File: src/rtl/tree_reduce_seq_pkg.sv
// Shared definitions for the multi-operand tree adder blocks.
// Holds the controller state encoding, default sizes and a ceil-log2 helper.
package tree_reduce_seq_pkg;

    localparam int DEF_N = 20;
    localparam int DEF_M = 8;

    typedef enum logic [1:0] {
        ST_LOAD   = 2'd0,
        ST_REDUCE = 2'd1,
        ST_DONE   = 2'd2
    } state_t;

    // Constant-foldable ceil(log2(v)); v <= 1 yields 0.
    function automatic int clog2_f(input int v);
        int r;
        r = 0;
        for (int i = 0; i < 31; i++) begin
            if ((1 << i) < v) r = i + 1;
        end
        return r;
    endfunction

endpackage

File: src/rtl/tree_reduce_seq_rca.sv
// W-bit ripple-carry adder with carry-in tied to 0.
// The MSB carry is never formed: callers size W so the sum cannot overflow.
module rca_w #(
    parameter int W = 23
) (
    input  logic [W-1:0] a,
    input  logic [W-1:0] b,
    output logic [W-1:0] sum
);

    logic [W-1:0] carry;

    assign carry[0] = 1'b0;

    for (genvar i = 0; i < W; i++) begin : g_bit
        assign sum[i] = a[i] ^ b[i] ^ carry[i];
        if (i < W - 1) begin : g_carry
            assign carry[i+1] = (a[i] & b[i]) | (carry[i] & (a[i] ^ b[i]));
        end
    end

endmodule

File: src/rtl/tree_reduce_seq.sv
// Buffers a batch of M operands, reduces them pairwise in binary-tree order
// through one shared adder (one addition per cycle), then presents the sum.
module tree_reduce_seq
    import tree_reduce_seq_pkg::*;
#(
    parameter int N = DEF_N,
    parameter int M = DEF_M,
    parameter int W = N + clog2_f(M)
) (
    input  logic         clk,
    input  logic         rst_n,
    input  logic         in_valid,
    output logic         in_ready,
    input  logic [N-1:0] in_data,
    output logic         out_valid,
    input  logic         out_ready,
    output logic [W-1:0] out_sum,
    output logic         busy
);

    // Handshakes: a word moves on a rising edge only when valid && ready are
    // both high; valid never depends on ready, ready is a pure function of state.

    localparam int LW = clog2_f(M);
    localparam int IW = (LW < 1) ? 1 : LW;

    state_t         state_q, state_d;
    logic [IW-1:0]  count_q;
    logic [IW-1:0]  level_q;
    logic [IW-1:0]  pair_q;
    logic [W-1:0]   opbuf [M];

    logic [IW-1:0]  a_idx, b_idx;
    logic [IW:0]    span;
    logic           pair_last;
    logic           last_add;
    logic [W-1:0]   add_sum;

    // Pair j at level L combines entries 2j*2^L and (2j+1)*2^L.
    assign a_idx     = IW'({pair_q, 1'b0} << level_q);
    assign b_idx     = IW'({pair_q, 1'b1} << level_q);
    assign span      = (IW+1)'(M) >> level_q;
    assign pair_last = (({1'b0, pair_q} + (IW+1)'(1)) == (span >> 1));
    assign last_add  = pair_last && (level_q == IW'(LW - 1));

    rca_w #(.W(W)) u_add (
        .a   (opbuf[a_idx]),
        .b   (opbuf[b_idx]),
        .sum (add_sum)
    );

    always_ff @(posedge clk or negedge rst_n) begin
        if (!rst_n) state_q <= ST_LOAD;
        else        state_q <= state_d;
    end

    always_comb begin
        state_d   = state_q;
        in_ready  = 1'b0;
        out_valid = 1'b0;
        busy      = 1'b0;
        case (state_q)
            ST_LOAD: begin
                in_ready = 1'b1;
                if (in_valid && (count_q == IW'(M - 1))) state_d = ST_REDUCE;
            end
            ST_REDUCE: begin
                busy = 1'b1;
                if (last_add) state_d = ST_DONE;
            end
            ST_DONE: begin
                busy      = 1'b1;
                out_valid = 1'b1;
                if (out_ready) state_d = ST_LOAD;
            end
            default: state_d = ST_LOAD;
        endcase
    end

    always_ff @(posedge clk or negedge rst_n) begin
        if (!rst_n) begin
            count_q <= '0;
            level_q <= '0;
            pair_q  <= '0;
            out_sum <= '0;
            for (int i = 0; i < M; i++) opbuf[i] <= '0;
        end else begin
            case (state_q)
                ST_LOAD: begin
                    if (in_valid) begin
                        opbuf[count_q] <= {{(W-N){1'b0}}, in_data};
                        if (count_q == IW'(M - 1)) count_q <= '0;
                        else                       count_q <= count_q + IW'(1);
                    end
                end
                ST_REDUCE: begin
                    opbuf[a_idx] <= add_sum;
                    if (pair_last) begin
                        pair_q  <= '0;
                        level_q <= last_add ? '0 : level_q + IW'(1);
                    end else begin
                        pair_q <= pair_q + IW'(1);
                    end
                    if (last_add) out_sum <= add_sum;
                end
                ST_DONE: begin
                    // out_sum stays put; the buffer is wiped for the next batch.
                    if (out_ready) begin
                        level_q <= '0;
                        pair_q  <= '0;
                        for (int i = 0; i < M; i++) opbuf[i] <= '0;
                    end
                end
                default: ;
            endcase
        end
    end

endmodule

File: config.mk
export PLATFORM = sky130hd
export DESIGN_NAME = tree_reduce_seq
export DESIGN_NICKNAME = d
export VERILOG_FILES = /design/src/rtl/tree_reduce_seq_pkg.sv /design/src/rtl/tree_reduce_seq_rca.sv /design/src/rtl/tree_reduce_seq.sv
export SDC_FILE = /design/constraint.sdc
export NUM_CORES = 1
export LEC_CHECK = 0
export BUFFER_PORTS_ARGS = -buffer_cell sky130_fd_sc_hd__buf_2
export CAP_MARGIN = 25
export CORE_ASPECT_RATIO = 1.2
export CORE_MARGIN = 4
export CORE_UTILIZATION = 50
export CTS_CLUSTER_DIAMETER = 40
export DETAILED_ROUTE_END_ITERATION = 10
export PLACE_DENSITY_LB_ADDON = 0.1
export SYNTH_ARGS = -nofsm -noshare
export SYNTH_HDL_FRONTEND = slang
export SYNTH_HIERARCHICAL = 1
export SYNTH_SLANG_ARGS = --single-unit
File: constraint.sdc
create_clock -name clk -period 13.2 [get_ports clk]
set_input_delay 2.64 -clock clk [delete_from_list [all_inputs] [get_ports clk]]
set_output_delay 2.64 -clock clk [all_outputs]
set_load 0.01 [all_outputs]
==> run metrics <==
run status completed; CP Max Fanout about 40; DR vias/cell 6.48; Total GRT Usage 0.263; Buffers on Ports 49; Max Freq 87.2 MHz; clk buf depth 3; setup ws final about 1.7 ns; final instance area roughly 0.013 mm²; Clock Sinks between 200 and 250; CTS tree done; yosys warns 6; Final Max Slew Viols 0; grt ovf 0; Final ANT Viol Nets 0; Place WS between 1.5 and 2 ns; area share of the largest cell type after synthesis 0.475; Mapped Cells 979; CTS buffer count 36; vias in the first global route 8,845; Post-synth top flop dfrtp_1; hpwl dp approximately 21,000 µm; Worst Reg-to-Reg Cells 29; fin crit share 0.868; full die area ~0.025 mm²; normalized max-slew margin 0.319; largest area contributor in the netlist dfrtp_1; Die X around 150 µm; Worst path most repeated cell fa_1; Final TNS setup 0 ns; Reg clk slew, reported paths ~0.05 ns; Min Hold Slack around 0.47 ns; initial antenna violation count 0; largest net degree at the start of global routing between 80 and 90; Syn Nets roughly 1,000; # IOs 50; Starting Density 0.510; PnR Total Power roughly 3.4 mW; Slew @ Worst Pin 1.02 ns; Netlist cell types 54; RSZ-0062 raised after global routing no; endpoint class of the critical path flip-flop; row cnt 60; Detailed Routing Iterations Pass 1 6; Skew-Pair Late Insertion Delay approximately 0.5 ns; GP Congestion roughly 0.83; H-tree levels 2; Critical R2R Launch level_q[2]; worst path arrival time approximately 12 ns; DR vias between 8,000 and 9,000; Antenna Cells 0; post-CTS sizing 0; commonest non-fill, non-tap cell in the layout dfrtp_1; Required @ worst endpoint between 10 and 15 ns; P per Cell Area 258 mW/mm²; share of cells above drive strength 1 0.243; highest-count cells in the layout ignoring fill and taps dfrtp_1 (218), nand2_1 (137), o21ai_0 (83); DRC Markers 0; instance area at placement roughly 0.012 mm²; Die H 174 µm; post-CTS setup buffers 0; VDD IR-drop max 0.000133 V; placed instance count around 1,300; final number of hold-violating endpoints 0; startpoint types flip-flop; Max-Cap Viols 0; routed wire length between 30,000 and 40,000 µm; WL/cell approximately 25 µm; post-synthesis register bit count approximately 220; fin nets approximately 1,100; # hold bufs at CTS 0; post-layout util 0.590; Post-synth EDFFs 0; asr flop ratio synth 1.00; first-pass GRT wire length roughly 53,000 µm; Avg Cell Area, Syn approximately 12 µm²; Finish-stage setup viols 0; synthesis-to-finish area growth 15.6%; Seq/Total Area, Yosys 0.475; fin cells around 1,300; internal reg-to-reg setup slack between 1.5 and 2 ns; CP max stage delay 0.67 ns; end of the worst register-to-register path out_sum[22]; Final Skew approximately 0.014 ns; area of the core 0.0225 mm²; critical path type reg -> reg; leakage power 5.89 nW; Syn Std Cell Area 0.0115 mm²; hold depth 2; HP Class reg -> reg; starting DRC count in detailed routing about 780; critical path's slowest cell buf_4; Period minus WS final around 11 ns; Synth area leaders dfrtp_1 (47%), mux4_2 (7.5%), o2bb2ai_1 (6.1%); clock root cell clkbuf_16
final cells by class:
cell class	instances	area (µm²)
Clock buffer	42	975
Tap cell	279	349
Fill cell	1900	9240
Inverter	11	41.3
Clock inverter	23	245
Multi-Input combinational cell	669	5670
Timing Repair Buffer	83	546
Sequential cell	218	5460
synthesized netlist by cell type (2+ instances only):
cell type / count
a21o_1: 3
mux4_2: 38
nand2_1: 137
fa_1: 21
a32o_1: 14
nor2b_1: 26
mux2_4: 10
nand2b_1: 25
a22oi_1: 53
o2bb2ai_1: 80
buf_2: 11
buf_4: 10
mux4_1: 8
clkbuf_1: 58
inv_1: 11
dfrtp_1: 218
nor3_1: 4
a21oi_1: 30
nor2_1: 8
ha_1: 11
o21bai_1: 4
and2_1: 12
o21ai_0: 91
a222oi_1: 23
and3_1: 5
nand4b_1: 2
mux2_1: 2
mux2_2: 38
layer usage:
metal / track usage / part of all wire
met1: 0.369 / 0.44
met2: 0.424 / 0.48
met3: 0.0495 / 0.067
met4: 0.0741 / 0.022
met5: 0 / 0
report_power, final:
group / total [mW] / internal (mW) / switching (mW)
Sequential: 1.10 / 0.912 / 0.187
Clock: 0.947 / 0.597 / 0.351
Combinational: 1.38 / 0.537 / 0.848
worst max-delay path, delay by kind of cell, from the launching register on:
kind | cells | cell delay [ns]
adder cells (fa/ha/maj) | 20 | 7.78
buffers and inverters | 3 | 0.79
flip-flops | 1 | 0.45
AND/OR/NAND/NOR | 1 | 0.30
AO/OA/AOI/OAI | 1 | 0.39
XOR/XNOR | 1 | 0.46
multiplexers | 3 | 1.17
how the worst max path moves through the flow:
stage	from	cells after the start	slack, ns	end
2_1_floorplan	level_q[0]	33	2.38	out_sum[22]
3_3_place_gp	level_q[2]	29	1.89	out_sum[22]
3_5_place_dp	level_q[2]	29	1.80	out_sum[22]
4_1_cts	level_q[2]	29	1.77	out_sum[22]
5_1_grt	level_q[2]	29	1.38	out_sum[22]
6_report	level_q[2]	29	1.74	out_sum[22]
kinds of logic after synthesis:
| logic type | count (synthesis) | synth area share |
|---|---|---|
| XOR/XNOR | 3 | 0.00359 |
| buffers and inverters | 92 | 0.0366 |
| AND/OR/NAND/NOR | 227 | 0.0943 |
| multiplexers | 96 | 0.145 |
| AO/OA/AOI/OAI | 311 | 0.197 |
| flip-flops | 218 | 0.475 |
| adder cells (fa/ha/maj) | 32 | 0.0486 |
Note: power is estimated with default switching activity, not from simulation.
